==> src/rtl/adder_pkg.sv <==
// Shared definitions for the limb-serial wide adder and its 16-bit limb adder.
package adder_pkg;

    localparam int LIMB_W    = 16;
    localparam int MAX_LIMBS = 16;
    localparam int MAX_W     = LIMB_W * MAX_LIMBS;
    localparam int K_W       = 4;

    typedef enum logic [1:0] {
        WA_IDLE = 2'd0,
        WA_RUN  = 2'd1,
        WA_DONE = 2'd2
    } wa_state_t;

    // Returns limb k of a (zero-extended) wide vector.
    function automatic logic [LIMB_W-1:0] limb_sel(input logic [MAX_W-1:0] vec,
                                                   input logic [K_W-1:0]   k);
        limb_sel = vec[k * LIMB_W +: LIMB_W];
    endfunction

endpackage

==> src/rtl/adder.sv <==
// 16-bit combinational Kogge-Stone prefix adder used as the shared limb adder.
module adder (
    output logic        cout,
    output logic [15:0] sum,
    input  logic [15:0] a,
    input  logic [15:0] b,
    input  logic        cin
);

    logic [15:0] g_s;
    logic [15:0] p_s;
    logic [16:0] c_s;

    // Generate/propagate prefix tree, then carries and sum bits.
    always_comb begin : prefix_tree
        logic [15:0] gg;
        logic [15:0] pp;
        g_s = a & b;
        p_s = a ^ b;
        gg  = g_s;
        pp  = p_s;
        for (int lvl = 0; lvl < 4; lvl++) begin
            // Walk downward so lower indices still hold the previous level.
            for (int i = 15; i >= (1 << lvl); i--) begin
                gg[i] = gg[i] | (pp[i] & gg[i - (1 << lvl)]);
                pp[i] = pp[i] & pp[i - (1 << lvl)];
            end
        end
        c_s[0] = cin;
        for (int i = 0; i < 16; i++) begin
            c_s[i+1] = gg[i] | (pp[i] & cin);
        end
        sum  = p_s ^ c_s[15:0];
        cout = c_s[16];
    end

endmodule

==> src/rtl/wide_add_seq.sv <==
// Limb-serial W-bit adder/subtractor: one 16-bit limb per cycle through a
// single shared prefix adder, with the limb carry held in a register.
import adder_pkg::*;

module wide_add_seq #(
    parameter int NLIMBS = 4
) (
    input  logic                     clk,
    input  logic                     rst_n,
    input  logic                     in_valid,
    output logic                     in_ready,
    input  logic [LIMB_W*NLIMBS-1:0] in_a,
    input  logic [LIMB_W*NLIMBS-1:0] in_b,
    input  logic                     in_cin,
    input  logic                     in_sub,
    output logic                     out_valid,
    input  logic                     out_ready,
    output logic [LIMB_W*NLIMBS-1:0] out_sum,
    output logic                     out_cout,
    output logic                     busy
);

    localparam int W  = LIMB_W * NLIMBS;
    localparam int CW = $clog2(NLIMBS);
    localparam logic [CW-1:0] K_LAST = CW'(NLIMBS - 1);

    wa_state_t         state_r;
    wa_state_t         state_nxt_s;
    logic [W-1:0]      a_r;
    logic [W-1:0]      b_r;
    logic              sub_r;
    logic              carry_r;
    logic [CW-1:0]     k_r;
    logic [W-1:0]      result_r;
    logic [W-1:0]      result_nxt_s;
    logic [W-1:0]      out_sum_r;
    logic              out_cout_r;
    logic              last_s;

    logic [LIMB_W-1:0] add_a_s;
    logic [LIMB_W-1:0] add_b_s;
    logic [LIMB_W-1:0] b_limb_s;
    logic              add_cin_s;
    logic [LIMB_W-1:0] add_sum_s;
    logic              add_cout_s;

    adder u_adder (
        .cout (add_cout_s),
        .sum  (add_sum_s),
        .a    (add_a_s),
        .b    (add_b_s),
        .cin  (add_cin_s)
    );

    // Select limb k of the operands; subtraction inverts B (borrow folded into carry).
    always_comb begin
        add_a_s   = limb_sel(MAX_W'(a_r), K_W'(k_r));
        b_limb_s  = limb_sel(MAX_W'(b_r), K_W'(k_r));
        add_b_s   = sub_r ? ~b_limb_s : b_limb_s;
        add_cin_s = carry_r;
        last_s    = (state_r == WA_RUN) && (k_r == K_LAST);
    end

    // Result vector with limb k replaced by the current adder sum.
    always_comb begin
        result_nxt_s = result_r;
        result_nxt_s[k_r * LIMB_W +: LIMB_W] = add_sum_s;
    end

    // Next-state logic for the request/run/done sequence.
    always_comb begin
        state_nxt_s = state_r;
        case (state_r)
            WA_IDLE: begin
                if (in_valid) begin
                    state_nxt_s = WA_RUN;
                end else begin
                    state_nxt_s = WA_IDLE;
                end
            end
            WA_RUN: begin
                if (k_r == K_LAST) begin
                    state_nxt_s = WA_DONE;
                end else begin
                    state_nxt_s = WA_RUN;
                end
            end
            WA_DONE: begin
                if (out_ready) begin
                    state_nxt_s = WA_IDLE;
                end else begin
                    state_nxt_s = WA_DONE;
                end
            end
            default: state_nxt_s = WA_IDLE;
        endcase
    end

    // State register.
    always_ff @(posedge clk or negedge rst_n) begin
        if (!rst_n) begin
            state_r <= WA_IDLE;
        end else begin
            state_r <= state_nxt_s;
        end
    end

    // Operand capture, per-limb accumulation and final result latch.
    always_ff @(posedge clk or negedge rst_n) begin
        if (!rst_n) begin
            a_r        <= {W{1'b0}};
            b_r        <= {W{1'b0}};
            sub_r      <= 1'b0;
            carry_r    <= 1'b0;
            k_r        <= {CW{1'b0}};
            result_r   <= {W{1'b0}};
            out_sum_r  <= {W{1'b0}};
            out_cout_r <= 1'b0;
        end else begin
            case (state_r)
                WA_IDLE: begin
                    if (in_valid) begin
                        a_r     <= in_a;
                        b_r     <= in_b;
                        sub_r   <= in_sub;
                        carry_r <= in_sub ? ~in_cin : in_cin;
                        k_r     <= {CW{1'b0}};
                    end
                end
                WA_RUN: begin
                    result_r <= result_nxt_s;
                    carry_r  <= add_cout_s;
                    k_r      <= k_r + CW'(1);
                    // Published outputs only change when the last limb lands.
                    if (last_s) begin
                        out_sum_r  <= result_nxt_s;
                        out_cout_r <= add_cout_s;
                    end
                end
                default: begin
                end
            endcase
        end
    end

    assign in_ready  = (state_r == WA_IDLE);
    assign out_valid = (state_r == WA_DONE);
    assign busy      = (state_r == WA_RUN);
    assign out_sum   = out_sum_r;
    assign out_cout  = out_cout_r;

endmodule

==> config.mk <==
export PLATFORM = sky130hd
export DESIGN_NAME = wide_add_seq
export DESIGN_NICKNAME = d
export VERILOG_FILES = /design/src/rtl/adder_pkg.sv /design/src/rtl/adder.sv /design/src/rtl/wide_add_seq.sv
export SDC_FILE = /design/constraint.sdc
export NUM_CORES = 1
export LEC_CHECK = 0
export BUFFER_PORTS_ARGS = -buffer_cell sky130_fd_sc_hd__buf_2
export CORE_MARGIN = 10
export CORE_UTILIZATION = 40
export DETAILED_ROUTE_END_ITERATION = 6
export MAX_ROUTING_LAYER = met4
export PLACE_DENSITY = 0.7
export SETUP_SLACK_MARGIN = 0.02
export SYNTH_ARGS = -nofsm -noshare
export SYNTH_HDL_FRONTEND = slang
export SYNTH_SLANG_ARGS = --single-unit
==> constraint.sdc <==
create_clock -name clk -period 4.9 [get_ports clk]
set_input_delay 0.245 -clock clk [delete_from_list [all_inputs] [get_ports clk]]
set_output_delay 0.245 -clock clk [all_outputs]
set_load 0.01 [all_outputs]
==> summary.txt, run 1 <==
Die
  • Core Rows: 63
  • Die Wd: 193 um
  • DIE HEIGHT: 193 um
  • Die area: 0.0372 mm^2
  • I/O pin cnt: 202
  • CORE AREA: 0.0296 mm^2
  • Initial Util: 0.405

GRT
  • Grt ovf: 0
  • Overall Global Routing Usage: 0.200
  • Initial antenna violation count: 1
  • Largest net degree at the start of global routing: 120
  • First-pass GRT wire length: 56800 um
  • Number of global-route vias before repair: 9778

Logic synthesis
  • Cell with the most instances after synthesis: dfrtp_1
  • FF+latch count, synth: 263
  • Synth area leaders: dfrtp_1, mux2_2, mux4_2
  • Synth top area share: 0.550
  • Main flop type after synthesis: dfrtp_1
  • Syn avg cell area: 12.4 um^2
  • Mapped cell area: 0.0120 mm^2
  • Synth cell count leaders: dfrtp_1, mux2_2, nand2_1, nor2_1, o21ai_0
  • Synth Net Count: 1120
  • Netlist cell types: 49
  • Ys async rst share: 1.00
  • Cell taking the most area after synthesis: dfrtp_1
  • Synthesized netlist cell count: 962
  • Number of synthesized flops with an enable pin: 0
  • Register area share after synthesis: 0.550
  • Ys Warns: 0

STA
  • Post-layout min period: 3.83 ns
  • Hold Vio Cnt, Final: 0
  • Clock skew: 0.0143 ns
  • F_max: 261 MHz
  • Final setup TNS: 0 ns
  • Setup violators final: 0
  • Worst-Margin Slew: 1.22 ns
  • Slew headroom: 0.179
  • RSZ-0062 raised after global routing: false
  • Fin. max-slew vios: 0
  • Period utilization: 0.781

Critical path
  • Largest stage delay, worst path: 0.58 ns
  • CP top delay family: compound AO/OA/AOI/OAI gates
  • CP required: 5.29 ns
  • Crit path launch: k_r[0]$_DFFE_PN0P_
  • CP Buf/Inv Count: 1
  • Crit. End Element: flip-flop
  • Worst r2r src: k_r[0]$_DFFE_PN0P_
  • Critical path cell sequence: buf_4 -> mux4_2 -> xor2_1 -> ha_1 -> a211oi_1 -> o21ai_0 -> a21boi_0 -> o21ai_0 -> xnor2_1 -> o21ai_0
  • CP max FO: 27
  • WS Path Type: reg2reg
  • Critical path's slowest cell: mux4_2
  • Crit path DAT: 4.21 ns
  • Crit path launch type: flip-flop
  • Top cell by count, worst path: o21ai_0

Clocking
  • Max Root-Sink Buffers: 3
  • CTS tree: done
  • H-tree depth: 1
  • Num CTS Buffers: 28
  • Clock transition at path regs: 0.07 ns
  • Post-CTS setup buffer count: 0
  • Root Driver: clkbuf_16
  • Worst-skew pair later-pin latency: 0.55 ns
  • CTS sink cnt: 263

Placement
  • Post-DP HPWL: 23500 um
  • Routability cong.: 0.869
  • Input/output buffers: 201

Outcome
  • Status: complete, no violations

Route
  • Routed vias: 9138
  • Final wirelength: 36100 um
  • Drt first pass iters: 5
  • DRC Markers: 0
  • Post-route ant nets: 0
  • Initial DRC Count: 670
  • WL/cell: 21.3 um
  • Vias per cell: 5.40

Worst hold path
  • Hold crit path type: in2reg
  • Hold_sp: in_cin

Layout
  • Share of layout cells above drive strength 1: 0.334
  • Area grow syn2layout: 30.6%
  • Fillcell total: 2491
  • Final net count: 1440

Job
  • Number of max-cap violations: 0
## sequential cells by signal (all words and copies together) (netlist names)
register / count
a_r: 64
b_r: 64
out_sum: 64
result_r: 64
k_r: 2
state_r: 2
add_cin_s: 1
out_cout: 1
sub_r: 1
## worst reg2reg max path: cells and delay by family, from the launching register on
family / cells / cell delay (ns)
mux: 1 / 0.60
compound gates: 5 / 1.16
fa+ha+maj: 1 / 0.32
buf+inv: 1 / 0.44
xor+xnor: 2 / 0.79
flops: 1 / 0.35
## kinds of logic (layout without fill, tap and decap cells)
logic type,after synthesis,count (layout),synth area share
DFF,263,263,0.550
xor gates and xnor gates,29,29,0.0219
muxes,163,163,0.183
and+or+nand+nor,188,188,0.0696
other,0,1,0
adders and majority gates,24,24,0.0257
buffers and inverters,73,413,0.0256
AOI/OAI and AO/OA,222,222,0.124
## placed cells by master (no fill, tap or decap), types with 3 or more instances in the layout
cell and instances:
nand4_1 4, buf_2 200, nand3_1 5, mux4_2 32
clkbuf_16 29, ha_1 23, bufinv_16 3, and3_1 23
clkbuf_1 7, clkbuf_8 5, a22o_1 36, o21ai_0 66
xor2_1 19, a22oi_1 13, o211ai_1 4, a21oi_1 41
inv_1 13, xnor2_1 9, nor3_1 6, and2_1 5
a211o_1 4, o22ai_1 8, a221oi_1 25, mux2_2 130
a21o_1 7, clkinv_2 4, nor2_1 68, dlygate4sd3_1 131
o21ai_1 4, nand2_1 67, dfrtp_1 261, buf_4 17
## per-stage QoR
step	setup WS, ns	util	cells	hold slack [ns]	area (um^2)
floorplan	1.34	-	962	-0.0506	12000
global placement	1.18	0.452	1511	0.298	13400
detailed placement	1.07	0.452	1511	0.300	13400
CTS	1.04	0.529	1692	0.137	15600
global route	0.725	0.529	1693	0.184	15600
finish	1.07	0.529	1693	0.169	15600
## final cells by class
cell class | instances | area [um^2] | area share
multi-input cells | 626 | 5080 | 0.325
repair buffers | 350 | 2470 | 0.158
clock buffers | 41 | 821 | 0.0525
well taps | 390 | 488 | 0.0312
flip-flops and latches | 263 | 6580 | 0.421
inverters | 13 | 48.8 | 0.00312
diodes | 1 | 2.50 | 0.000160
clock inverters | 9 | 125 | 0.00801
## timing repair
item	CTS	global route
gates resized for setup	0	0
endpoints found under the setup margin	0	0
endpoints found under the hold margin	219	0
hold buffers	131	0
## worst paths after layout
path	to	slack (ns)	cells after the start
min reg2reg	result_r[43]$_DFFE_PN0P_	0.47	2
max in group asynchronous	a_r[34]$_DFFE_PN0P_	3.40	3
min	add_cin_s$_DFFE_PN0P_	0.17	4
min in group asynchronous	b_r[24]$_DFFE_PN0P_	0.27	2
max	out_sum[8]$_DFFE_PN0P_	1.07	10
max reg2reg	out_sum[8]$_DFFE_PN0P_	1.07	10
## per-layer routing
| layer | vias up | share of wire | track usage | routed length, um |
|---|---|---|---|---|
| li1 | 4168 | - | - | - |
| met1 | 4559 | 0.42 | 0.259 | 15100 |
| met2 | 350 | 0.49 | 0.321 | 17600 |
| met3 | 61 | 0.077 | 0.0387 | 2790 |
| met4 | 0 | 0.019 | 0.0464 | 693 |
| met5 | - | 0 | - | 0 |
Power of run 1 is not shown: default switching activity piles up to over one toggle a cycle in this logic, so the estimate is an artifact.
==> run 2: changes to the inputs <==
PLACE_DENSITY = 0.72   (was 0.7)
clock period = 3.5 ns   (was 4.9 ns; I/O delays follow)
==> summary.txt, run 2 (synthesis results as in run 1) <==
Placement
  • Placed Cells incl. Taps: 1527
  • Input/output buffers: 201
  • Routability cong.: 0.865
  • Pre-CTS setup slack: -0.0293 ns
  • Post-DP HPWL: 24400 um

Worst hold path
  • Hold crit path type: in2reg
  • Hold path cells: 4

Clocking
  • CTS tree: done
  • Clock transition at path regs: 0.06 ns
  • Worst-skew pair later-pin latency: 0.54 ns
  • H-tree depth: 1
  • Num CTS Buffers: 29
  • Max Root-Sink Buffers: 3
  • Root Driver: clkbuf_16
  • CTS sink cnt: 263

STA
  • Setup violators final: 0
  • Clock skew: 0.0134 ns
  • Fin worst setup slack: 0.163 ns
  • Post-layout min period: 3.34 ns
  • Worst-Margin Slew: 0.981 ns
  • Fin. max-slew vios: 0
  • Slew headroom: 0.342
  • Period utilization: 0.953
  • RSZ-0062 raised after global routing: false
  • Hold Vio Cnt, Final: 0
  • F_max: 300 MHz

Critical path
  • Crit. End Element: flip-flop
  • CP required: 3.97 ns
  • Setup crit end: out_sum[63]$_DFFE_PN0P_
  • WS Path Type: reg2reg
  • Worst r2r src: k_r[0]$_DFFE_PN0P_
  • Crit path DAT: 3.81 ns
  • R2r endpoint: out_sum[63]$_DFFE_PN0P_
  • Largest stage delay, worst path: 0.52 ns
  • Critical path's slowest cell: mux4_2
  • Crit path launch type: flip-flop
  • Depth of the most critical reg-to-reg path: 12
  • CP max FO: 18
  • Critical path cell sequence: buf_12 -> buf_16 -> mux4_2 -> xor2_1 -> ha_1 -> buf_4 -> and4_1 -> nor2_1 -> mux2_2 -> a311o_2 -> nor3_1 -> a211o_1
  • Crit path launch: k_r[0]$_DFFE_PN0P_
  • FF-to-FF setup slack: 0.16 ns

Layout
  • Area grow syn2layout: 33.5%
  • Fillcell total: 2487
  • FF/Latch Area: 0.00658 mm^2
  • Number of diodes: 0
  • Final net count: 1465
  • Multi-input gate area: 0.00515 mm^2
  • Commonest cells after routing, fill and taps aside: dfrtp_1, buf_2, dlygate4sd3_1
  • Share of layout cells above drive strength 1: 0.357
  • Layout Cells excl Fill: 1716
  • Commonest non-fill, non-tap cell in the layout: dfrtp_1

Route
  • Drt first pass iters: 5
  • Met3 routed WL: 2650 um
  • Top sig layer: met4
  • Final wirelength: 36800 um
  • WL/cell: 21.4 um
  • M1 WL: 15100 um
  • Routed vias: 9288
  • Post-route ant nets: 0
  • Vias per cell: 5.41
  • Initial DRC Count: 712
  • Met2 Routed Length: 18300 um
  • DRC Markers: 0

GRT
  • Grt ovf: 0
  • Number of global-route vias before repair: 9884
  • First-pass GRT wire length: 57500 um
  • Largest net degree at the start of global routing: 116
  • Overall Global Routing Usage: 0.202
  • Initial antenna violation count: 0

Die
  • I/O pin cnt: 202
  • Die Wd: 193 um
  • DIE HEIGHT: 193 um
  • Core Rows: 63
  • CORE AREA: 0.0296 mm^2
  • Initial Util: 0.405
  • Die area: 0.0372 mm^2

Job
  • Number of max-cap violations: 0

Outcome
  • Status: complete, no violations
## run 2: cell types whose count changed in the layout (fill, tap and decap cells not counted), sizes merged
| cell | previous run | this run |
|---|---|---|
| buf | 219 | 243 |
| clkinv | 4 | 2 |
| bufinv | 3 | 4 |
| diode | 1 | 0 |
| inv | 13 | 14 |
## run 2: per-layer routing
metal | vias to the layer above | track usage
li1 | 4223 | -
met1 | 4632 | 0.256
met2 | 384 | 0.332
met3 | 49 | 0.0392
met4 | 0 | 0.0426
met5 | - | -
## run 2: critical path: cells and delay by family, from the launching register on
kind | cells | cell delay [ns]
DFF | 1 | 0.42
muxes | 2 | 0.79
adders and majority gates | 1 | 0.36
xor gates and xnor gates | 1 | 0.17
buffers and inverters | 3 | 0.48
AOI/OAI and AO/OA | 2 | 0.53
and+or+nand+nor | 3 | 0.49
## run 2: cell type report
| type | instances | share of cell area |
|---|---|---|
| inverter | 13 | 0.00305 |
| multi-input combinational | 626 | 0.322 |
| clock inverter | 9 | 0.00986 |
| timing repair buffer | 374 | 0.169 |
| sequential | 263 | 0.412 |
| tap | 390 | 0.0305 |
| clock buffer | 41 | 0.0532 |
## run 2: worst min path at each step
stage               startpoint                    end  slack, ns
floorplan                rst_n     a_r[0]$_DFFE_PN0P_      -0.12
global placement         rst_n    b_r[38]$_DFFE_PN0P_       0.32
detailed placement       rst_n    b_r[38]$_DFFE_PN0P_       0.32
CTS                     in_cin  add_cin_s$_DFFE_PN0P_       0.11
global route            in_cin  add_cin_s$_DFFE_PN0P_       0.22
finish                  in_cin  add_cin_s$_DFFE_PN0P_       0.14
## run 2: metrics by stage
step	util	instance area [um^2]	setup TNS, ns	hold WS [ns]
2_1_floorplan	-	12000	0	-0.121
3_3_place_gp	0.458	13500	0	0.325
3_5_place_dp	0.458	13500	-0.0708	0.324
4_1_cts	0.536	15900	-0.127	0.112
5_1_grt	0.541	16000	0	0.218
6_report	0.541	16000	0	0.139
## run 2: timing repair
item / 4_1_cts / 5_1_grt
setup endpoints to repair: 15 / 64
pin swaps: 0 / 1
gates resized for setup: 2 / 16
cloned: 0 / 0
hold buffers: 131 / 0
buffers inserted: 0 / 8
hold endpoints to repair: 238 / 0
Power of run 2 is left out for the same reason.
==> run 3: changes to the inputs <==
==> constraint.sdc (replaced) <==
create_clock -name clk -period 3.5 [get_ports clk]
set_input_delay 0.7 -clock clk [delete_from_list [all_inputs] [get_ports clk]]
set_output_delay 0.7 -clock clk [all_outputs]
set_load 0.01 [all_outputs]
==> summary.txt, run 3 (synthesis results as in run 1) <==
Route
  • Initial DRC Count: 586
  • WL/cell: 21.1 um
  • DRC Markers: 0
  • Post-route ant nets: 0
  • Routed vias: 8620
  • Final wirelength: 33300 um
  • Drt first pass iters: 5
  • Vias per cell: 5.45

STA
  • Post-layout min period: 3.32 ns
  • RSZ-0062 raised after global routing: false
  • Slew headroom: 0.368
  • Hold Vio Cnt, Final: 0
  • F_max: 301 MHz
  • Period utilization: 0.949
  • Fin. max-slew vios: 0
  • Setup violators final: 0
  • Clock skew: 0.0165 ns
  • Worst-Margin Slew: 0.935 ns
  • Final setup TNS: 0 ns

Layout
  • Fin util: 0.495
  • Final net count: 1328
  • Layout Cells excl Fill: 1582
  • Commonest non-fill, non-tap cell in the layout: dfrtp_1
  • Area grow syn2layout: 22.2%
  • Commonest cells after routing, fill and taps aside: dfrtp_1, buf_2, mux2_2
  • Fillcell total: 2671
  • Share of layout cells above drive strength 1: 0.395

Die
  • CORE AREA: 0.0296 mm^2
  • Initial Util: 0.405
  • I/O pin cnt: 202
  • Die Wd: 193 um
  • Core Rows: 63
  • Die area: 0.0372 mm^2
  • DIE HEIGHT: 193 um

GRT
  • Overall Global Routing Usage: 0.181
  • Largest net degree at the start of global routing: 86
  • Number of global-route vias before repair: 9219
  • Initial antenna violation count: 1
  • First-pass GRT wire length: 52100 um
  • Grt ovf: 0

Clocking
  • Num CTS Buffers: 29
  • Hold_buf cts: 0
  • H-tree depth: 1
  • Max Root-Sink Buffers: 3
  • CTS tree: done
  • CTS sink cnt: 263
  • Worst-skew pair later-pin latency: 0.54 ns
  • Root Driver: clkbuf_16
  • Post-CTS setup buffer count: 0
  • Clock transition at path regs: 0.06 ns

Placement
  • Routability cong.: 0.829
  • Placed Cells incl. Taps: 1529
  • Input/output buffers: 201
  • Post-DP HPWL: 24500 um

Critical path
  • Depth of the most critical reg-to-reg path: 10
  • Critical path cell sequence: buf_12 -> mux4_2 -> xor2_2 -> ha_1 -> a41o_1 -> a21oi_2 -> nor3_1 -> a311o_1 -> a221oi_1 -> nor2_1
  • Crit path launch type: flip-flop
  • Largest stage delay, worst path: 0.55 ns
  • Worst r2r src: k_r[0]$_DFFE_PN0P_
  • Crit path launch: k_r[0]$_DFFE_PN0P_
  • CP top delay family: compound AO/OA/AOI/OAI gates
  • Crit path DAT: 3.74 ns
  • WS Path Type: reg2reg
  • CP max FO: 20
  • Critical Path Stages: 10
  • Critical path's slowest cell: mux4_2
  • Crit. End Element: flip-flop
  • CP required: 3.92 ns
  • CP Buf/Inv Count: 1

Outcome
  • Status: complete, no violations

Job
  • Number of max-cap violations: 0

Worst hold path
  • Hold crit path type: in2async
==> run 3: changes by cell type in the layout (fill, tap and decap cells not counted), moves of 2 or more <==
| cell | before | now |
|---|---|---|
| buf_12 | 3 | 5 |
| buf_4 | 38 | 30 |
| ha_1 | 22 | 20 |
| a21oi_2 | 1 | 3 |
| ha_2 | 1 | 3 |
| a21oi_1 | 41 | 39 |
| dlygate4sd3_1 | 131 | 0 |
| clkbuf_1 | 4 | 8 |
==> run 3: through the flow <==
| stage | worst slack (ns) | hold slack (ns) | cell area, um^2 |
|---|---|---|---|
| final | 0.178 | 0.154 | 14600 |
| after global routing | 0.0191 | 0.192 | 14600 |
| after CTS | 0.0519 | 0.169 | 14500 |
| after detailed placement | 0.0181 | 0.463 | 13600 |
| after global placement | 0.0380 | 0.454 | 13600 |
| after floorplan | 0.0263 | 0.404 | 12000 |
==> run 3: area by class of cell <==
type,count,area [um^2],share of cell area
flip-flops and latches,263,6580,0.450
repair buffers,237,1350,0.0925
diodes,1,2.50,0.000171
clock buffers,45,866,0.0592
inverters,13,48.8,0.00334
well taps,390,488,0.0334
clock inverters,7,124,0.00847
multi-input cells,626,5160,0.353
==> run 3: worst paths after layout <==
path / endpoint / slack, ns
max: out_sum[37]$_DFFE_PN0P_ / 0.18
min: b_r[54]$_DFFE_PN0P_ / 0.15
max reg2reg: out_sum[37]$_DFFE_PN0P_ / 0.18
min reg2reg: result_r[27]$_DFFE_PN0P_ / 0.47
max in group asynchronous: result_r[7]$_DFFE_PN0P_ / 2.47
min in group clk: state_r[1]$_DFF_PN0_ / 0.37
==> run 3: metal layers <==
layer	routed length [um]	track usage
met1	14800	0.243
met2	16000	0.292
met3	1970	0.0252
met4	507	0.0340
met5	0	-
==> run 3: what timing repair did <==
item	4_1_cts	5_1_grt
setup endpoints to repair	2	81
pin swaps	0	1
resized for setup	1	21
Power of run 3 is left out for the same reason.
